[config.mk]
export PLATFORM = sky130hd
export DESIGN_NAME = imem_loader
export DESIGN_NICKNAME = d
export VERILOG_FILES = /design/src/rtl/imem_loader_pkg.sv /design/src/rtl/byte_packer.sv /design/src/rtl/imem_loader.sv
export SDC_FILE = /design/constraint.sdc
export NUM_CORES = 1
export LEC_CHECK = 0
export ABC_AREA = 1
export ABC_CLOCK_PERIOD_IN_PS = 3350
export CAP_MARGIN = 20
export CORE_MARGIN = 8
export CORE_UTILIZATION = 50
export DETAILED_ROUTE_END_ITERATION = 7
export PLACE_DENSITY = 0.79
export SLEW_MARGIN = 40
export SYNTH_ARGS = -nofsm -noshare
export SYNTH_HDL_FRONTEND = slang
export SYNTH_SLANG_ARGS = --single-unit
[constraint.sdc]
create_clock -name clk -period 3.35 [get_ports clk]
set_input_delay 0.67 -clock clk [delete_from_list [all_inputs] [get_ports clk]]
set_output_delay 0.67 -clock clk [all_outputs]
set_load 0.03 [all_outputs]
[src/rtl/imem_loader_pkg.sv]
// Shared types and constants for the instruction memory program loader.
package imem_loader_pkg;

  localparam int unsigned BYTES_PER_WORD = 4;
  localparam int unsigned DEPTH_DEF      = 32;
  localparam int unsigned ADDR_W_DEF     = 5;

  typedef enum logic [2:0] {
    ST_IDLE,
    ST_LOAD,
    ST_WRITE,
    ST_FILL,
    ST_DONE
  } state_t;

endpackage

[src/rtl/byte_packer.sv]
// Packs a little-endian byte stream into 32-bit words; o_word_valid_c pulses with the 4th byte.
module byte_packer
  import imem_loader_pkg::*;
(
  input  logic        clk,
  input  logic        rst_n,
  input  logic        i_clr,
  input  logic        i_byte_en,
  input  logic [7:0]  i_byte,
  output logic        o_word_valid_c,
  output logic [31:0] o_word_c
);

  localparam int unsigned CNT_W = $clog2(BYTES_PER_WORD);

  logic [CNT_W-1:0] r_cnt;
  logic [23:0]      r_asm;

  // The top byte is never stored: it bypasses straight into the completed word.
  always_ff @(posedge clk) begin
    if (!rst_n || i_clr) begin
      r_cnt <= '0;
      r_asm <= '0;
    end else if (i_byte_en) begin
      r_cnt <= r_cnt + CNT_W'(1);
      case (r_cnt)
        CNT_W'(0): r_asm[7:0]   <= i_byte;
        CNT_W'(1): r_asm[15:8]  <= i_byte;
        CNT_W'(2): r_asm[23:16] <= i_byte;
        default:   r_asm        <= r_asm;
      endcase
    end
  end

  assign o_word_valid_c = i_byte_en && (r_cnt == CNT_W'(BYTES_PER_WORD - 1));
  assign o_word_c       = {i_byte, r_asm};

endmodule

[src/rtl/imem_loader.sv]
// Byte-stream program loader for the instruction memory write port; holds the core in reset while loading.
// Define IMEM_LOADER_ZERO_FILL_EN to zero-fill the addresses beyond the loaded image.
module imem_loader
  import imem_loader_pkg::*;
#(
  parameter int unsigned DEPTH  = DEPTH_DEF,
  parameter int unsigned ADDR_W = ADDR_W_DEF
) (
  input  logic              clk,
  input  logic              rst_n,
  input  logic              start,
  input  logic [ADDR_W:0]   len,
  input  logic              byte_valid,
  input  logic [7:0]        byte_data,
  output logic              byte_ready,
  output logic              wr_en,
  output logic [ADDR_W-1:0] wr_addr,
  output logic [31:0]       wr_data,
  output logic [ADDR_W:0]   word_count,
  output logic              busy,
  output logic              done,
  output logic              cpu_rst_n
);

  localparam int unsigned     CNT_W     = ADDR_W + 1;
  localparam logic [CNT_W-1:0]  DEPTH_CNT = CNT_W'(DEPTH);
  localparam logic [ADDR_W-1:0] LAST_ADDR = ADDR_W'(DEPTH - 1);
`ifdef IMEM_LOADER_ZERO_FILL_EN
  localparam bit FILL_EN = 1'b1;
`else
  localparam bit FILL_EN = 1'b0;
`endif

  state_t              r_state;
  logic [CNT_W-1:0]    r_len_q;
  logic                r_byte_ready;
  logic                r_wr_en;
  logic [ADDR_W-1:0]   r_wr_addr;
  logic [31:0]         r_wr_data;
  logic [CNT_W-1:0]    r_word_count;
  logic                r_busy;
  logic                r_done;
  logic                r_cpu_rst_n;

  logic                w_start;
  logic                w_byte_en;
  logic                w_word_valid;
  logic [31:0]         w_word;
  logic [CNT_W-1:0]    w_wc_inc;

  assign w_start   = start && (r_state == ST_IDLE);
  assign w_byte_en = byte_valid && r_byte_ready;
  assign w_wc_inc  = r_word_count + CNT_W'(1);

  byte_packer u_packer (
    .clk            (clk),
    .rst_n          (rst_n),
    .i_clr          (w_start),
    .i_byte_en      (w_byte_en),
    .i_byte         (byte_data),
    .o_word_valid_c (w_word_valid),
    .o_word_c       (w_word)
  );

  // Session FSM; wr_addr saturates at the last word so it never wraps back to 0.
  always_ff @(posedge clk) begin
    if (!rst_n) begin
      r_state      <= ST_IDLE;
      r_len_q      <= '0;
      r_byte_ready <= 1'b0;
      r_wr_en      <= 1'b0;
      r_wr_addr    <= '0;
      r_wr_data    <= '0;
      r_word_count <= '0;
      r_busy       <= 1'b0;
      r_done       <= 1'b0;
      r_cpu_rst_n  <= 1'b0;
    end else begin
      r_wr_en <= 1'b0;
      case (r_state)
        ST_IDLE: begin
          if (start) begin
            r_len_q      <= (len > DEPTH_CNT) ? DEPTH_CNT : len;
            r_wr_addr    <= '0;
            r_word_count <= '0;
            r_done       <= 1'b0;
            r_cpu_rst_n  <= 1'b0;
            r_busy       <= 1'b1;
            if (len == '0) begin
              if (FILL_EN) begin
                r_state   <= ST_FILL;
                r_wr_en   <= 1'b1;
                r_wr_data <= '0;
              end else begin
                r_state <= ST_DONE;
              end
            end else begin
              r_state      <= ST_LOAD;
              r_byte_ready <= 1'b1;
            end
          end
        end
        ST_LOAD: begin
          if (w_word_valid) begin
            r_state      <= ST_WRITE;
            r_byte_ready <= 1'b0;
            r_wr_en      <= 1'b1;
            r_wr_data    <= w_word;
          end
        end
        ST_WRITE: begin
          r_word_count <= w_wc_inc;
          if (r_wr_addr != LAST_ADDR) r_wr_addr <= r_wr_addr + ADDR_W'(1);
          if (w_wc_inc == r_len_q) begin
            if (FILL_EN && (r_len_q != DEPTH_CNT)) begin
              r_state   <= ST_FILL;
              r_wr_en   <= 1'b1;
              r_wr_data <= '0;
            end else begin
              r_state <= ST_DONE;
            end
          end else begin
            r_state      <= ST_LOAD;
            r_byte_ready <= 1'b1;
          end
        end
        ST_FILL: begin
          r_word_count <= w_wc_inc;
          if (r_wr_addr == LAST_ADDR) begin
            r_state <= ST_DONE;
          end else begin
            r_wr_addr <= r_wr_addr + ADDR_W'(1);
            r_wr_en   <= 1'b1;
          end
        end
        ST_DONE: begin
          r_busy      <= 1'b0;
          r_done      <= 1'b1;
          r_cpu_rst_n <= 1'b1;
          r_state     <= ST_IDLE;
        end
        default: r_state <= ST_IDLE;
      endcase
    end
  end

  assign byte_ready = r_byte_ready;
  assign wr_en      = r_wr_en;
  assign wr_addr    = r_wr_addr;
  assign wr_data    = r_wr_data;
  assign word_count = r_word_count;
  assign busy       = r_busy;
  assign done       = r_done;
  assign cpu_rst_n  = r_cpu_rst_n;

endmodule

==> results.sh, run 1 <==
export IMPL_outcome="complete, no violations"
export IMPL_worstPathCellList="clkdlybuf4s50_1"
export IMPL_routabilityCongestion=0.867
export IMPL_p_comb_frac=0.086
export IMPL_worst_path_buf_inv=1
export IMPL_syn_cell_area_um2=3340
export IMPL_ys_ff_latch=82
export IMPL_cp_start_kind="register"
export IMPL_leakage_nw=1.52
export IMPL_internal_power_mw=1.39
export IMPL_first_pass_iters=4
export IMPL_grt_busiest_layer="met2"
export IMPL_rows=30
export IMPL_fin_setup_tns_ps=0
export IMPL_die_y_um=97.8
export IMPL_start_util=0.503
export IMPL_hold_viol=0
export IMPL_grt_pass1_vias=2986
export IMPL_synthCells=453
export IMPL_switchingPower_uw=495
export IMPL_critPathArrivalTime_ps=1610
export IMPL_drv_slew=0
export IMPL_port_buffers=65
export IMPL_gr_usage_met2=0.298
export IMPL_ctsResizeCount=0
export IMPL_viasPerCell=5.29
export IMPL_gr_usage_all_layers=0.177
export IMPL_clk_latency_ps=360
export IMPL_ys_seq_area_frac=0.491
export IMPL_finalClockSkew_ps=15.0
export IMPL_fmax_mhz=439
export IMPL_remaining_drc_errors=0
export IMPL_powerDensity_nw_per_um2=446
export IMPL_seqPwrFrac=0.528
export IMPL_htreeDepth=3
export IMPL_rsz0062_at_grt="false"
export IMPL_cts_num_sinks=82
export IMPL_tightest_slew_ps=589
export IMPL_grt_overflow=0
export IMPL_timing_slew_headroom=0.607
export IMPL_drive_above_1_share=0.0580
export IMPL_path_class="reg -> out"
export IMPL_dr_total_vias=3159
export IMPL_finish_utilization=0.637
export IMPL_setup_viol=0
export IMPL_grt_max_degree=41
export IMPL_synth_top_flop_cell="dfxtp_1"
export IMPL_hold_buffers=0
export IMPL_antenna_found_initial=0
export IMPL_synth_edf_count=0
export IMPL_hold_path_class="reg -> reg"
export IMPL_post_drt_wl_per_cell_um=14.1
export IMPL_postCtsSetupRepairBufs=0
export IMPL_drv_cap=0
export IMPL_cts_tree="yes"
export IMPL_path_max_fanout=9
export IMPL_min_period_over_period=0.681
export IMPL_crit_family="buffers and inverters"
export IMPL_numCtsBuffers=9
export IMPL_swShare=0.262
export IMPL_drt_iter0_drc=220
export IMPL_crit_path_max_incr_delay_ps=740
export IMPL_cts_clk_slew_worst_paths_ps=90
export IMPL_die_x_um=97.8
export IMPL_syn2layout_area_growth_pct=26.7
export IMPL_use_met3=0.0491
export IMPL_ant_nets=0
export IMPL_slowest_stage="clkdlybuf4s50_1"
export IMPL_coreArea_um2=6640
export IMPL_max_vdd_ir_drop_v=0.000213
export IMPL_ys_warnings_count=0
export IMPL_async_flop_share=0
export IMPL_syn_nets=478
export IMPL_min_period_ps=2280
export IMPL_synth_avg_cell_area_um2=7.38
export IMPL_yosysUniqueCellTypes=25
export IMPL_end_kind="output port"
export IMPL_worst_ep_required_time_ps=2680
export IMPL_dieArea_um2=9560
export IMPL_use_met1=0.204
export IMPL_whs_ps=461
export IMPL_cts_path_max_buffers=2
export IMPL_clockRootBuffer="clkbuf_8"
export IMPL_antenna_cells=0
export IMPL_drt_total_wl_um=8420
export IMPL_clockPowerShare=0.386
export IMPL_io_pins=66
export IMPL_dp_hpwl_um=5970
export IMPL_layout_nets=537
export IMPL_grt_first_pass_wirelength_um=13900
[area by class of cell]
type / instances / area, µm²
fill: 564 / 2410
inverter: 34 / 130
multi-input combinational: 315 / 1480
timing repair buffer: 70 / 688
clock buffer: 9 / 124
tap: 80 / 100
sequential: 82 / 1640
clock inverter: 7 / 76.3
[final timing paths]
| check | from | endpoint | slack (ps) | cells past startpoint |
|---|---|---|---|---|
| hold reg to reg | u_packer.r_asm[20] | u_packer.r_asm[20] | 460 | 2 |
| setup / recovery | word_count[2] | word_count[2] | 1070 | 1 |
| hold / removal | u_packer.r_asm[20] | u_packer.r_asm[20] | 460 | 2 |
| setup reg to reg | r_state[2] | wr_addr[3] | 1430 | 8 |
[registers in the layout, summed over array words and instances, names as in the netlist]
| register | cells |
|---|---|
| r_len_q | 6 |
| r_state | 3 |
| wr_addr | 5 |
| wr_en | 1 |
| wr_data | 32 |
| word_count | 6 |
| cpu_rst_n | 1 |
| u_packer.r_asm | 24 |
| u_packer.r_cnt | 2 |
| byte_ready | 1 |
| busy | 1 |
[power by group through the flow]
stage / combinational, mW / clock, mW / sequential, mW
floorplan: 0.0936 / 0 / 1.02
global placement: 0.157 / 0 / 1.02
detailed placement: 0.159 / 0 / 1.02
CTS: 0.160 / 0.742 / 0.997
global route: 0.179 / 0.780 / 0.999
finish: 0.162 / 0.730 / 0.997
[metal layers]
metal / up-vias / wire length, µm
met4: 0 / 103
met3: 11 / 560
met2: 115 / 4270
met5: - / 0
met1: 1443 / 3490
li1: 1590 / -
[worst min-delay path: cells and delay by family (launching register included)]
family          cells  cell delay (ps)
compound gates      1               50
flops               1              310
simple gates        1               60
[cell usage after synthesis, types with 2 or more instances]
cell type	number	share of area
nand3_1	46	0.069
buf_1	4	0.0045
inv_1	30	0.034
dfxtp_1	82	0.49
inv_2	3	0.0034
a211oi_1	3	0.0067
nor2_1	87	0.098
buf_2	8	0.012
nor2_4	2	0.0067
nand4_1	5	0.0094
nor3_1	5	0.0075
ha_1	7	0.026
nand2_1	73	0.082
a21oi_1	40	0.060
clkbuf_1	9	0.010
o21ai_0	40	0.060
[cells by family (layout without fill, tap and decap cells)]
| logic type | count (synthesis) | after routing | share of synthesized area |
|---|---|---|---|
| compound gates | 86 | 86 | 0.133 |
| simple gates | 222 | 222 | 0.282 |
| fa+ha+maj | 7 | 7 | 0.0262 |
| buf+inv | 56 | 120 | 0.0677 |
| flops | 82 | 82 | 0.491 |
[layout by cell type, fill, tap and decap left out, drive strengths merged, types with 5 or more instances in the layout]
master,instances
nor2,89
dfxtp,82
nand2,75
clkdlybuf4s50,65
nand3,47
o21ai,40
a21oi,40
inv,36
clkbuf,9
ha,7
nor3,5
nand4,5
buf,5
[metrics by stage]
stage,setup WS (ps),std cells,total power [mW],cell area [µm²]
global placement,893,581,1.18,4040
finish,1070,597,1.89,4240
floorplan,1570,453,1.12,3340
global route,1010,597,1.96,4240
CTS,1070,597,1.90,4240
detailed placement,842,581,1.18,4040
No activity file was read; power rests on OpenSTA's default activity.
==> run 2, diff against run 1 <==
--- a/config.mk
+++ b/config.mk
@@ -6,7 +6,7 @@
 export NUM_CORES = 1
 export LEC_CHECK = 0
 export ABC_AREA = 1
-export ABC_CLOCK_PERIOD_IN_PS = 3350
+export ABC_CLOCK_PERIOD_IN_PS = 2100
 export CAP_MARGIN = 20
 export CORE_MARGIN = 8
 export CORE_UTILIZATION = 50
==> constraint.sdc (replaced) <==
create_clock -name clk -period 2.1 [get_ports clk]
set_input_delay 0.42 -clock clk [delete_from_list [all_inputs] [get_ports clk]]
set_output_delay 0.42 -clock clk [all_outputs]
set_load 0.03 [all_outputs]
==> run 2 against run 1 <==
  * Final area is 1.2% higher
  * Register-to-register slack worse by 1100 ps
  * Via count is 0.38% higher
  * Sequential share of layout area is 0.44 points lower
  * Combinational power is 65% higher
  * First-iteration DRC count is 20% higher
  * Clock power is 58% higher
  * Hold slack better by 2.3 ps
  * Critical endpoint unchanged
  * Largest cell class unchanged
  * Largest power group unchanged
  * Highest routed layer unchanged
==> results.sh, run 2 (synthesis gave the netlist of run 1 again) <==
export IMPL_grt_first_pass_wirelength_um=14000
export IMPL_routabilityCongestion=0.912
export IMPL_viasPerCell=5.29
export IMPL_dp_hpwl_um=6120
export IMPL_crit_family="buffers and inverters"
export IMPL_remaining_drc_errors=0
export IMPL_fin_setup_tns_ps=0
export IMPL_worst_path_buf_inv=1
export IMPL_syn2layout_area_growth_pct=28.1
export IMPL_holdPathStages=2
export IMPL_hold_buffers=0
export IMPL_drv_cap=0
export IMPL_top_layer="met4"
export IMPL_cts_tree="yes"
export IMPL_path_max_fanout=9
export IMPL_start_util=0.503
export IMPL_io_pins=66
export IMPL_antenna_cells=0
export IMPL_cp_start_kind="register"
export IMPL_fin_cells=600
export IMPL_wl_met1_um=3640
export IMPL_leakage_nw=1.54
export IMPL_clockRootBuffer="clkbuf_8"
export IMPL_slowest_stage="clkdlybuf4s50_1"
export IMPL_powerDensity_nw_per_um2=702
export IMPL_finalClockSkew_ps=13.7
export IMPL_gr_usage_all_layers=0.177
export IMPL_drive_above_1_share=0.0635
export IMPL_end_kind="output port"
export IMPL_outcome="complete, no violations"
export IMPL_setup_slack_ps=80.9
export IMPL_drt_iter0_drc=265
export IMPL_r2r_cells=11
export IMPL_grt_max_degree=36
export IMPL_fmax_mhz=495
export IMPL_port_buffers=65
export IMPL_max_vdd_ir_drop_v=0.000467
export IMPL_setup_viol=0
export IMPL_grt_overflow=0
export IMPL_dr_total_vias=3171
export IMPL_dieArea_um2=9560
export IMPL_ant_nets=0
export IMPL_crit_path_max_incr_delay_ps=740
export IMPL_min_period_ps=2020
export IMPL_grt_pass1_vias=3047
export IMPL_dp_cells=584
export IMPL_die_x_um=97.8
export IMPL_tightest_slew_ps=534
export IMPL_die_y_um=97.8
export IMPL_cts_clk_slew_worst_paths_ps=90
export IMPL_min_period_over_period=0.961
export IMPL_rows=30
export IMPL_largest_reg_flops=32
export IMPL_cp_depth=1
export IMPL_clk_latency_ps=360
export IMPL_path_class="reg -> out"
export IMPL_hold_path_class="reg -> reg"
export IMPL_worstPathCellList="clkdlybuf4s50_1"
export IMPL_rsz0062_at_grt="false"
export IMPL_critPathArrivalTime_ps=1600
export IMPL_drv_slew=0
export IMPL_first_pass_iters=5
export IMPL_timing_slew_headroom=0.643
export IMPL_antenna_found_initial=0
export IMPL_hold_viol=0
export IMPL_ctsResizeCount=0
export IMPL_htreeDepth=3
export IMPL_layout_nets=540
export IMPL_dr_wl_met2_um=4120
export IMPL_worst_ep_required_time_ps=1680
export IMPL_numCtsBuffers=9
export IMPL_cts_path_max_buffers=2
export IMPL_pre_cts_slack_ps=171
export IMPL_coreArea_um2=6640
export IMPL_postCtsSetupRepairBufs=0
export IMPL_post_drt_wl_per_cell_um=14.0
export IMPL_final_cell_mix="87 x nor2_1, 82 x dfxtp_1, 73 x nand2_1"
export IMPL_drt_total_wl_um=8400
export IMPL_final_common_cell="nor2_1"
export IMPL_cts_num_sinks=82
export IMPL_dr_wl_met3_um=515
run 2: worst paths after layout:
| check | from | to | slack [ps] |
|---|---|---|---|
| worst min register to register | u_packer.r_asm[19] | u_packer.r_asm[19] | 460 |
| worst max-delay path | word_count[2] | word_count[2] | 80 |
| worst max register to register | wr_addr[1] | wr_addr[3] | 310 |
| worst min-delay path | u_packer.r_asm[19] | u_packer.r_asm[19] | 460 |
run 2: layer usage:
metal,vias up,track usage
met2,98,0.307
met1,1459,0.202
met5,-,0
met4,0,0.0624
met3,11,0.0526
li1,1603,-
run 2: worst register-to-register path: stages, from the launching register on:
cell	delay (ps)
dfxtp_1	350
ha_1	200
inv_1	80
nor3_1	60
ha_1	200
or2_1	280
nand2_4	100
inv_4	50
nor2_4	90
nand3_2	80
a21oi_1	130
o21a_1	130
run 2: stage by stage:
step                       util  cell area (µm²)  hold WS (ps)  total power, mW
after global placement    0.615             4080           446             1.88
after detailed placement  0.615             4080           452             1.89
final                     0.645             4280           464             3.01
after floorplan               -             3340           438             1.78
after global routing      0.645             4280           481             3.13
after CTS                 0.645             4280           464             3.03
run 2: cell type report:
class | instances | area (µm²)
multi-input combinational | 315 | 1480
fill | 581 | 2360
tap | 80 | 100
clock buffer | 9 | 124
timing repair buffer | 73 | 736
sequential | 82 | 1640
clock inverter | 7 | 77.6
inverter | 34 | 130
run 2: power by group:
part	switching [mW]	internal [mW]
registers	0.0136	1.58
logic	0.169	0.0977
clock network	0.597	0.557
==> run 3, diff against run 2 <==
--- a/config.mk
+++ b/config.mk
@@ -8,7 +8,7 @@
 export ABC_AREA = 1
 export ABC_CLOCK_PERIOD_IN_PS = 2100
 export CAP_MARGIN = 20
-export CORE_MARGIN = 8
+export CORE_MARGIN = 3
 export CORE_UTILIZATION = 50
 export DETAILED_ROUTE_END_ITERATION = 7
 export PLACE_DENSITY = 0.79
==> run 3 against run 2 <==
  * Sequential share of layout area is 0.067 points higher
  * Hold slack worse by 3.5 ps
  * Critical path depth did not move
  * Die area is 19% lower
  * First-iteration DRC count is 10% lower
  * Routed wire length fell by 4.6%
  * Total power rose by 1.5%
  * Core utilization up 2.1 points
  * Largest cell class unchanged
  * Sequential power about the same
  * Clock power grew 4%
==> results.sh, run 3 (synthesis gave the netlist of run 1 again) <==
export IMPL_drv_cap=0
export IMPL_grt_first_pass_wirelength_um=13200
export IMPL_dp_hpwl_um=5770
export IMPL_hold_buffers=0
export IMPL_worstPathCellList="clkdlybuf4s50_1"
export IMPL_setup_viol=0
export IMPL_antenna_cells=0
export IMPL_dp_cells=581
export IMPL_grt_overflow=0
export IMPL_worst_path_buf_inv=1
export IMPL_min_period_over_period=0.946
export IMPL_start_util=0.521
export IMPL_fin_cells=597
export IMPL_finish_utilization=0.666
export IMPL_drt_iter0_drc=238
export IMPL_drive_above_1_share=0.0635
export IMPL_numCtsBuffers=9
export IMPL_holdPathStages=2
export IMPL_final_common_cell="nor2_1"
export IMPL_leakage_nw=1.55
export IMPL_postCtsSetupRepairBufs=0
export IMPL_timing_slew_headroom=0.642
export IMPL_path_class="reg -> out"
export IMPL_fmax_mhz=503
export IMPL_io_pins=66
export IMPL_min_period_ps=1990
export IMPL_reg2reg_from="wr_addr[1]"
export IMPL_remaining_drc_errors=0
export IMPL_hold_path_class="reg -> reg"
export IMPL_clk_latency_ps=360
export IMPL_grt_pass1_vias=2891
export IMPL_antenna_found_initial=0
export IMPL_tightest_slew_ps=537
export IMPL_holdPathEnd="u_packer.r_asm[11]"
export IMPL_dieArea_um2=7700
export IMPL_largest_reg_flops=32
export IMPL_postPlaceCellArea_um2=4070
export IMPL_r2r_cells=11
export IMPL_cts_tree="yes"
export IMPL_viasPerCell=5.37
export IMPL_die_x_um=87.8
export IMPL_dr_total_vias=3204
export IMPL_post_drt_wl_per_cell_um=13.4
export IMPL_die_y_um=87.8
export IMPL_final_cell_mix="87 x nor2_1, 82 x dfxtp_1, 73 x nand2_1"
export IMPL_crit_family="buffers and inverters"
export IMPL_pre_cts_slack_ps=239
export IMPL_drt_total_wl_um=8010
export IMPL_whs_ps=460
export IMPL_critPathArrivalTime_ps=1570
export IMPL_setup_slack_ps=113
export IMPL_worst_ep_required_time_ps=1680
export IMPL_design_area_um2=4280
export IMPL_slowest_stage="clkdlybuf4s50_1"
export IMPL_r2r_slack_ps=300
export IMPL_outcome="complete, no violations"
export IMPL_htreeDepth=3
export IMPL_powerDensity_nw_per_um2=714
export IMPL_syn2layout_area_growth_pct=27.9
export IMPL_clockRootBuffer="clkbuf_8"
export IMPL_hold_viol=0
export IMPL_coreArea_um2=6420
export IMPL_first_pass_iters=5
export IMPL_ant_nets=0
export IMPL_rows=29
export IMPL_rsz0062_at_grt="false"
export IMPL_cts_clk_slew_worst_paths_ps=90
export IMPL_port_buffers=65
export IMPL_finalClockSkew_ps=10.8
export IMPL_end_kind="output port"
export IMPL_max_vdd_ir_drop_v=0.000349
export IMPL_cp_start_kind="register"
export IMPL_layout_nets=540
export IMPL_grt_max_degree=34
export IMPL_ctsResizeCount=0
export IMPL_cts_path_max_buffers=2
export IMPL_cts_num_sinks=82
export IMPL_path_max_fanout=9
export IMPL_hp_start="u_packer.r_asm[11]"
export IMPL_gr_usage_all_layers=0.219
export IMPL_routabilityCongestion=0.825
export IMPL_crit_path_max_incr_delay_ps=730
export IMPL_p_total_mw=3.05
export IMPL_r2r_end="wr_addr[3]"
export IMPL_drv_slew=0
export IMPL_fin_setup_tns_ps=0
-- run 3: cell count changes in the layout (fill, tap and decap cells not counted), sizes merged --
cell and change:
clkbuf +1, clkinvlp -3, inv +2
-- run 3: area by class of cell --
cell class	instances	area (µm²)
fillers	549	2150
flip-flops and latches	82	1640
multi-input cells	315	1480
repair buffers	73	723
clock buffers	10	138
inverters	34	130
well taps	77	96.3
clock inverters	6	72.6
-- run 3: worst max-delay path by stage --
| stage | start | end | slack (ps) | cells after the start |
|---|---|---|---|---|
| 2_1_floorplan | wr_addr[1] | wr_addr[3] | 320 | 11 |
| 3_3_place_gp | rst_n | wr_addr[0] | 260 | 3 |
| 3_5_place_dp | rst_n | wr_addr[0] | 240 | 3 |
| 4_1_cts | word_count[2] | word_count[2] | 100 | 1 |
| 5_1_grt | word_count[2] | word_count[2] | 30 | 1 |
| 6_report | word_count[2] | word_count[2] | 110 | 1 |
-- run 3: power breakdown --
group          switching (mW)  internal [mW]  leakage (nW)
combinational           0.168         0.0948         0.779
clock                   0.603          0.599         0.109
sequential             0.0126           1.58         0.662
-- run 3: metal layers --
layer	up-vias	part of all wire	track usage
met2	108	0.49	0.359
met5	-	0	0
met4	0	0.015	0.0753
met3	12	0.069	0.0433
met1	1469	0.43	0.289
li1	1615	-	-
